### src/rtl/hazard_ctrl.sv
// Hazard and sequencing controller for the 5-stage core: memory-wait freeze with timeout,
// EX redirect flush and load-use bubbles, plus saturating stall/flush counters.
module hazard_ctrl #(
  parameter int LU_BUBBLES  = 1,
  parameter int MEM_TIMEOUT = 64,
  parameter int CNT_W       = 32
) (
  input  logic             i_clk,
  input  logic             i_reset,
  input  logic             i_id_vld,
  input  logic [4:0]       i_id_rs1_addr,
  input  logic [4:0]       i_id_rs2_addr,
  input  logic             i_id_rs1_used,
  input  logic             i_id_rs2_used,
  input  logic [4:0]       i_ex_rd_addr,
  input  logic             i_ex_mem_rden,
  input  logic             i_ex_redirect,
  input  logic             i_mem_req,
  input  logic             i_mem_ack,
  output logic             o_pc_en,
  output logic             o_if_id_stall,
  output logic             o_if_id_flush,
  output logic             o_id_ex_stall,
  output logic             o_id_ex_flush,
  output logic             o_ex_mem_stall,
  output logic             o_mem_wb_flush,
  output logic             o_mem_err,
  output logic [CNT_W-1:0] o_stall_cnt,
  output logic [CNT_W-1:0] o_flush_cnt
);

  typedef enum logic [1:0] {
    ST_RUN  = 2'd0,
    ST_LU   = 2'd1,
    ST_WAIT = 2'd2
  } state_t;

  localparam logic [3:0] LU_INIT = 4'(LU_BUBBLES - 1);
  localparam logic [7:0] TMO     = 8'(MEM_TIMEOUT);

  state_t           state, state_nxt, ret, ret_nxt, eff;
  logic [3:0]       rem, rem_nxt;
  logic [7:0]       wcnt, wcnt_nxt;
  logic             lu, timeout, ms, act_redirect, act_bubble;
  logic             mem_err;
  logic [CNT_W-1:0] stall_cnt, flush_cnt;

  // Hazard decode; on a release cycle out of MEM_WAIT the saved return state governs behaviour.
  always_comb begin
    lu = i_id_vld & i_ex_mem_rden & (i_ex_rd_addr != 5'd0) &
         ((i_id_rs1_used & (i_id_rs1_addr == i_ex_rd_addr)) |
          (i_id_rs2_used & (i_id_rs2_addr == i_ex_rd_addr)));
    timeout      = (state == ST_WAIT) & (wcnt == TMO) & ~i_mem_ack;
    ms           = i_mem_req & ~i_mem_ack & ~timeout;
    eff          = (state == ST_WAIT) ? ret : state;
    act_redirect = ~ms & i_ex_redirect & (eff != ST_LU);
    act_bubble   = ~ms & ~act_redirect & ((eff == ST_LU) | lu);
  end

  // Next-state logic
  always_comb begin
    state_nxt = state;
    ret_nxt   = ret;
    rem_nxt   = rem;
    wcnt_nxt  = wcnt;
    if (ms) begin
      if (state == ST_WAIT) begin
        wcnt_nxt = wcnt + 8'd1;
      end else begin
        state_nxt = ST_WAIT;
        ret_nxt   = state;
        wcnt_nxt  = 8'd2;
      end
    end else if (eff == ST_LU) begin
      if (rem == 4'd1) begin
        state_nxt = ST_RUN;
        rem_nxt   = 4'd0;
      end else begin
        state_nxt = ST_LU;
        rem_nxt   = rem - 4'd1;
      end
    end else if (act_bubble && (LU_BUBBLES > 1)) begin
      state_nxt = ST_LU;
      rem_nxt   = LU_INIT;
    end else begin
      state_nxt = ST_RUN;
    end
  end

  // Output decode, reset forces a flush of the front end
  always_comb begin
    o_pc_en        = 1'b0;
    o_if_id_stall  = 1'b0;
    o_if_id_flush  = 1'b0;
    o_id_ex_stall  = 1'b0;
    o_id_ex_flush  = 1'b0;
    o_ex_mem_stall = 1'b0;
    o_mem_wb_flush = 1'b0;
    if (!i_reset) begin
      o_if_id_flush = 1'b1;
      o_id_ex_flush = 1'b1;
    end else if (ms) begin
      o_if_id_stall  = 1'b1;
      o_id_ex_stall  = 1'b1;
      o_ex_mem_stall = 1'b1;
      o_mem_wb_flush = 1'b1;
    end else if (act_redirect) begin
      o_pc_en       = 1'b1;
      o_if_id_flush = 1'b1;
      o_id_ex_flush = 1'b1;
    end else if (act_bubble) begin
      o_if_id_stall = 1'b1;
      o_id_ex_flush = 1'b1;
    end else begin
      o_pc_en = 1'b1;
    end
  end

  // State, sticky error and saturating counters
  always_ff @(posedge i_clk) begin
    if (!i_reset) begin
      state     <= ST_RUN;
      ret       <= ST_RUN;
      rem       <= 4'd0;
      wcnt      <= 8'd0;
      mem_err   <= 1'b0;
      stall_cnt <= '0;
      flush_cnt <= '0;
    end else begin
      state <= state_nxt;
      ret   <= ret_nxt;
      rem   <= rem_nxt;
      wcnt  <= wcnt_nxt;
      if (timeout) mem_err <= 1'b1;
      if (!o_pc_en && (stall_cnt != {CNT_W{1'b1}})) stall_cnt <= stall_cnt + CNT_W'(1);
      if (act_redirect && (flush_cnt != {CNT_W{1'b1}})) flush_cnt <= flush_cnt + CNT_W'(1);
    end
  end

  assign o_mem_err   = mem_err;
  assign o_stall_cnt = stall_cnt;
  assign o_flush_cnt = flush_cnt;

endmodule

### config.mk
export PLATFORM = sky130hd
export DESIGN_NAME = hazard_ctrl
export DESIGN_NICKNAME = d
export VERILOG_FILES = /design/src/rtl/hazard_ctrl.sv
export SDC_FILE = /design/constraint.sdc
export NUM_CORES = 1
export LEC_CHECK = 0
export CAP_MARGIN = 15
export CORE_AREA = 5 5 80 118
export DETAILED_ROUTE_END_ITERATION = 10
export DIE_AREA = 0 0 85 123
export PLACE_DENSITY_LB_ADDON = 0.1
export SYNTH_ARGS = -nofsm -noshare
export SYNTH_HDL_FRONTEND = slang
export SYNTH_SLANG_ARGS = --single-unit
export TNS_END_PERCENT = 30
### constraint.sdc
create_clock -name i_clk -period 5.8 [get_ports i_clk]
set_clock_uncertainty 0.05 [all_clocks]
set_input_delay 0.87 -clock i_clk [delete_from_list [all_inputs] [get_ports i_clk]]
set_output_delay 0.87 -clock i_clk [all_outputs]
set_load 0.01 [all_outputs]
==> results of run 1 <==
==> area by class of cell <==
type	instances	share of cell area
multi-input combinational	391	0.442
sequential	81	0.294
timing repair buffer	98	0.176
clock buffer	12	0.0465
tap	107	0.0243
clock inverter	4	0.00930
inverter	11	0.00749
==> stage by stage <==
stage | std cells | total power, W | worst slack [ns] | cell area (um^2)
6_report | 704 | 0.00123 | 1.58 | 5520
2_1_floorplan | 501 | 0.000622 | 2.93 | 4190
3_5_place_dp | 688 | 0.000661 | 1.57 | 5210
5_1_grt | 704 | 0.00128 | 1.47 | 5520
3_3_place_gp | 688 | 0.000659 | 1.61 | 5210
4_1_cts | 704 | 0.00124 | 1.56 | 5520
==> power by group <==
group | switching [W] | internal, W
registers | 0.00000536 | 0.000561
logic | 0.0000420 | 0.0000410
clock network | 0.000221 | 0.000357
==> registers in the layout, summed over array words and instances, names as in the netlist <==
name / count
ret: 2
state: 2
wcnt: 8
o_flush_cnt: 32
rem: 4
o_stall_cnt: 32
o_mem_err: 1
==> cell usage after synthesis, types with 2 or more instances <==
| master | n | area share |
|---|---|---|
| nand4b_1 | 2 | 0.0042 |
| nor3b_1 | 3 | 0.0054 |
| nand4_1 | 12 | 0.018 |
| ha_1 | 6 | 0.018 |
| or3_1 | 6 | 0.0090 |
| and3_4 | 2 | 0.0054 |
| a31oi_1 | 2 | 0.0030 |
| o41ai_1 | 2 | 0.0042 |
| nor4_1 | 7 | 0.010 |
| xor2_1 | 8 | 0.017 |
| o21ai_0 | 10 | 0.012 |
| inv_1 | 10 | 0.0090 |
| and4_1 | 7 | 0.015 |
| a21oi_1 | 19 | 0.023 |
| nand3_1 | 36 | 0.043 |
| a21o_1 | 3 | 0.0054 |
| or2_2 | 3 | 0.0045 |
| buf_2 | 3 | 0.0036 |
| and2_1 | 9 | 0.013 |
| nand2b_1 | 12 | 0.018 |
| xnor2_1 | 51 | 0.11 |
| mux2i_1 | 7 | 0.017 |
| nor2_1 | 80 | 0.072 |
| o21a_1 | 2 | 0.0036 |
| buf_4 | 4 | 0.0072 |
| nand2_1 | 44 | 0.039 |
| and3_1 | 11 | 0.016 |
| dfxtp_1 | 81 | 0.39 |
| nor4b_4 | 3 | 0.017 |
| clkbuf_1 | 10 | 0.0090 |
| nor3_1 | 22 | 0.026 |
| a211oi_1 | 3 | 0.0054 |
==> routing by layer <==
layer  wire [um]  share of wire
met3         559          0.056
met1        4280           0.43
met4         228          0.023
met5           0              0
met2        4900           0.49
==> worst max-delay path, cell delays in order <==
cell and delay (ns):
clkdlybuf4s50_1 0.46, nor4b_4 0.29, a31oi_2 0.35, a2111oi_4 0.41
buf_4 0.31, clkdlybuf4s50_1 0.58
==> logic make-up after synthesis <==
logic type | count (synthesis) | synth area share
mux | 7 | 0.0167
compound gates | 49 | 0.0791
simple gates | 270 | 0.344
buf+inv | 29 | 0.0322
flops | 81 | 0.387
fa+ha+maj | 6 | 0.0179
xor+xnor | 59 | 0.123
==> path summary, 6_finish.rpt <==
| check | from | end | cells past startpoint |
|---|---|---|---|
| max | i_mem_ack | o_pc_en | 6 |
| min | ret[1]$_SDFFE_PN0N_ | ret[1]$_SDFFE_PN0N_ | 2 |
| max reg2reg | wcnt[0]$_SDFFE_PN0N_ | o_stall_cnt[21]$_SDFFE_PN0P_ | 9 |
| min reg2reg | ret[1]$_SDFFE_PN0N_ | ret[1]$_SDFFE_PN0N_ | 2 |
==> qor.txt, run 1 <==
run status = completed
Min-Delay Path Class = reg2reg
highest-utilization routing layer at the global route stage = met2
Critical Path AT = 3.30 ns
largest fanout on the critical path = 22
post-synth net total = 531
count of filler cells inserted in the layout = 744
cell row count = 41
final worst path period share = 0.728
insertion delay to the later sink of the worst-skew pair = 0.33 ns
worst ir drop on vdd = 162 uV
utilization after layout = 0.664
number of antenna violations at the first check in global routing = 0
CTS H-Tree Depth = 3
yosys synthesis warning count = 0
area of the placeable core = 8310 um^2
hold violation count in the final report = 0
Period minus WS final = 4.22 ns
die span in x = 85 um
required time reported for the critical path endpoint = 4.88 ns
flip-flop and latch count after synthesis = 81
number of buffers added for setup after CTS = 0
per-instance average area after synthesis = 8.37 um^2
critical path class = in2out
most frequent cells in the layout = clkdlybuf4s50_1 (95), dfxtp_1 (81), nor2_1 (80)
vias per cell = 5.36
setup_tns = 0 ns
vias after detailed routing = 3,776
RSZ-0062 raised after global routing = false
share of the yosys chip area belonging to registers = 0.387
Starting Density = 0.505
Clock Sinks = 81
multi-input gate area in the final layout = 2440 um^2
async set or reset register ratio after synthesis = 0
Hold-fix buffers, CTS = 0
detailed-routing iteration count for the pre-antenna-repair pass = 5
slew of the pin with the lowest slew margin = 0.767 ns
Layout Area Growth over Synthesis = 31.5%
max-slew violation total from the final report = 0
dpl hpwl = 7.33 mm
Post-synth top flop = dfxtp_1
Netlist cell types = 53
die span in y = 123 um
area used by sequential logic in the layout = 1620 um^2
number of enable-type register cells in the synthesized netlist = 0
ratio of cells with drive above 1 in the final layout = 0.0687
CTS tree = yes
total overflow reported by the global router = 0
count of nets left with antenna violations after detail routing = 0
sort of element at the start of the critical path = input port
wire length of the first global-routing pass = 16.8 mm
root buf cell = clkbuf_16
number of nets in the layout = 622
leading cell type in the layout, fill and taps excluded = clkdlybuf4s50_1
power density of the placed cells = 222 nW/um^2
number of buffers on the longest clock path = 2
routability congestion estimate from global placement = 0.835
clock transition time at the flip-flop clock pins of the worst setup and hold paths = 0.05 ns
synthesized instance count = 501
DRC violation total after the first TritonRoute iteration = 159
# port buffers = 95
GR met1 Demand/Resource = 0.229
count of maximum capacitance violations = 0
cells resized by post-CTS repair = 0
worst slew slack as a fraction of its limit = 0.487
worst reg2reg setup slack = 2.99 ns
Netlist Area Pre-Place = 4190 um^2
largest net degree at the start of global routing = 46
endpoints failing setup = 0
post-detailed-route wirelength per cell = 14.2 um
number of antenna repair diodes = 0
number of global-route vias before repair = 3,663
IO Pins = 96
post-detailed-route DRC marker count = 0
Die Outline Area = 10,500 um^2
crit end category = primary output
worst-case hold slack = 0.400 ns
met2 usage in global routing = 0.329
met3 Usage GRT = 0.0487
TritonCTS Buffers = 9
Post-Route WL = 9.97 mm
total routing usage reported by global routing = 0.195
fmax = 237 MHz
standby leakage power = 1.88 nW
Note: power is estimated with default switching activity, not from simulation.
==> run 2: changes to the inputs <==
Settings changed: CORE_AREA 5 5 80 118 to 5 5 84 125, DIE_AREA 0 0 85 123 to 0 0 89 130.
Clock period 5.8 ns to 3.44 ns, I/O delays scaled along.
==> qor.txt, run 2 (synthesized netlist as in run 1, its figures left out) <==
count of maximum capacitance violations = 0 (unchanged)
Critical Path AT = 2.59 ns (was 3.30 ns)
area used by sequential logic in the layout = 1620 um^2 (unchanged)
most numerous cell on the critical path = clkdlybuf4s50_1 (unchanged)
standby leakage power = 1.91 nW (was 1.88 nW)
total overflow reported by the global router = 0 (unchanged)
PnR Total Power = 0.00208 W (was 0.00123 W)
clock transition time at the flip-flop clock pins of the worst setup and hold paths = 0.06 ns (was 0.05 ns)
TritonCTS Buffers = 9 (unchanged)
max-slew violation total from the final report = 0 (unchanged)
crit end category = primary output (unchanged)
number of nets in the layout = 627 (was 622)
post-detailed-route wirelength per cell = 14.8 um (was 14.2 um)
DRC violation total after the first TritonRoute iteration = 124 (was 159)
number of buffer and inverter instances along the worst setup path = 2 (was 3)
CTS tree = yes (unchanged)
endpoints failing setup = 0 (unchanged)
worst-case hold slack = 0.400 ns (about the same)
area of the placeable core = 9200 um^2 (was 8310 um^2)
setup_tns = 0 ns (unchanged)
die span in x = 89 um (was 85 um)
number of buffers added for setup after CTS = 0 (unchanged)
count of nets left with antenna violations after detail routing = 0 (unchanged)
slew of the pin with the lowest slew margin = 0.701 ns (was 0.767 ns)
sort of element at the start of the critical path = input port (unchanged)
final worst path period share = 0.917
die span in y = 130 um (was 123 um)
slowest cell on the critical path = clkdlybuf4s50_1 (unchanged)
# port buffers = 95 (unchanged)
number of antenna repair diodes = 0 (unchanged)
post-detailed-route DRC marker count = 0 (unchanged)
Clock Sinks = 81 (unchanged)
RSZ-0062 raised after global routing = false (unchanged)
non-filler instance count after layout = 714 (was 704)
worst ir drop on vdd = 284 uV (was 162 uV)
routability congestion estimate from global placement = 0.811 (was 0.835)
vias after detailed routing = 3,827 (was 3,776)
dpl hpwl = 7.78 mm (was 7.33 mm)
largest fanout on the critical path = 3 (was 22)
power density of the placed cells = 375 nW/um^2 (was 222 nW/um^2)
ratio of cells with drive above 1 in the final layout = 0.0781 (was 0.0687)
number of buffers on the longest clock path = 2 (unchanged)
Min-Delay Path Class = reg2reg (unchanged)
number of antenna violations at the first check in global routing = 0 (unchanged)
required time reported for the critical path endpoint = 2.87 ns (was 4.88 ns)
Post-Route WL = 10.5 mm (was 9.97 mm)
Die Outline Area = 11,600 um^2 (was 10,500 um^2)
Period minus WS final = 3.16 ns
slowest cell delay on critical path = 0.53 ns (was 0.58 ns)
leading cell type in the layout, fill and taps excluded = clkdlybuf4s50_1 (unchanged)
worst slew slack as a fraction of its limit = 0.532 (was 0.487)
worst-path cell chain = clkdlybuf4s50_1, xnor2_1, nand4_1, o22ai_1, nand2_1, a21oi_1, or2_2, clkdlybuf4s50_1 (was clkdlybuf4s50_1, nor4b_4, a31oi_2, a2111oi_4, buf_4, clkdlybuf4s50_1)
multi-input gate area in the final layout = 2440 um^2 (unchanged)
wire length of the first global-routing pass = 17.8 mm (was 16.8 mm)
CTS H-Tree Depth = 3 (unchanged)
cells resized by post-CTS repair = 0 (unchanged)
Starting Density = 0.456 (was 0.505)
critical path class = in2out (unchanged)
largest net degree at the start of global routing = 32 (was 46)
run status = completed (unchanged)
detailed-routing iteration count for the pre-antenna-repair pass = 4 (was 5)
total routing usage reported by global routing = 0.193 (was 0.195)
hold violation count in the final report = 0 (unchanged)
most frequent cells in the layout = clkdlybuf4s50_1 (95), dfxtp_1 (81), nor2_1 (80) (unchanged)
count of filler cells inserted in the layout = 825 (was 744)
insertion delay to the later sink of the worst-skew pair = 0.34 ns (was 0.33 ns)
Hold-fix buffers, CTS = 0 (unchanged)
number of global-route vias before repair = 3,817 (was 3,663)
Layout Area Growth over Synthesis = 32.5% (was 31.5%)
fmax = 317 MHz
vias per cell = 5.36 (about the same)
cell row count = 43 (was 41)
placed cells = 698 (was 688)
CP delay by family, top = buffers and inverters (unchanged)
IO Pins = 96 (unchanged)
utilization after layout = 0.604 (was 0.664)
root buf cell = clkbuf_16 (unchanged)
-- run 2: area by class of cell --
type | count | area share
Clock inverter | 5 | 0.00968
Sequential cell | 81 | 0.292
Multi-Input combinational cell | 391 | 0.439
Tap cell | 112 | 0.0252
Timing Repair Buffer | 103 | 0.182
Inverter | 11 | 0.00743
Clock buffer | 11 | 0.0455
-- run 2: worst reg2reg max path, stage by stage (launching register included) --
cell and delay, ns:
dfxtp_1 0.44, and4_1 0.32, nand4_2 0.21, nor4_2 0.47, and4_1 0.73, nor3_1 0.20
a32oi_1 0.24, a21oi_1 0.05
-- run 2: worst paths after layout --
path | cells past startpoint | startpoint | to | slack [ns]
max reg2reg | 7 | o_stall_cnt[2]$_SDFFE_PN0P_ | o_stall_cnt[16]$_SDFFE_PN0P_ | 0.62
min | 2 | ret[1]$_SDFFE_PN0N_ | ret[1]$_SDFFE_PN0N_ | 0.40
max | 8 | i_ex_rd_addr[2] | o_id_ex_flush | 0.28
min reg2reg | 2 | ret[1]$_SDFFE_PN0N_ | ret[1]$_SDFFE_PN0N_ | 0.40
-- run 2: metal layers --
metal	wire length [um]	track usage	vias up	part of all wire
met3	609	0.0537	17	0.058
met5	0	0	-	0
li1	-	-	1925	-
met1	4350	0.225	1795	0.41
met4	198	0.0692	0	0.019
met2	5390	0.335	90	0.51
-- run 2: where the power goes --
group | total [W] | leakage, nW | switching (W) | internal (W)
Sequential | 0.000954 | 0.653 | 0.00000941 | 0.000945
Combinational | 0.000146 | 1.10 | 0.0000731 | 0.0000728
Clock | 0.000982 | 0.155 | 0.000383 | 0.000599
-- run 2: per-stage QoR --
step	setup WS, ns	cell area (um^2)
finish	0.284	5560
global placement	0.287	5250
detailed placement	0.250	5250
floorplan	1.22	4190
global route	0.143	5560
CTS	0.239	5560
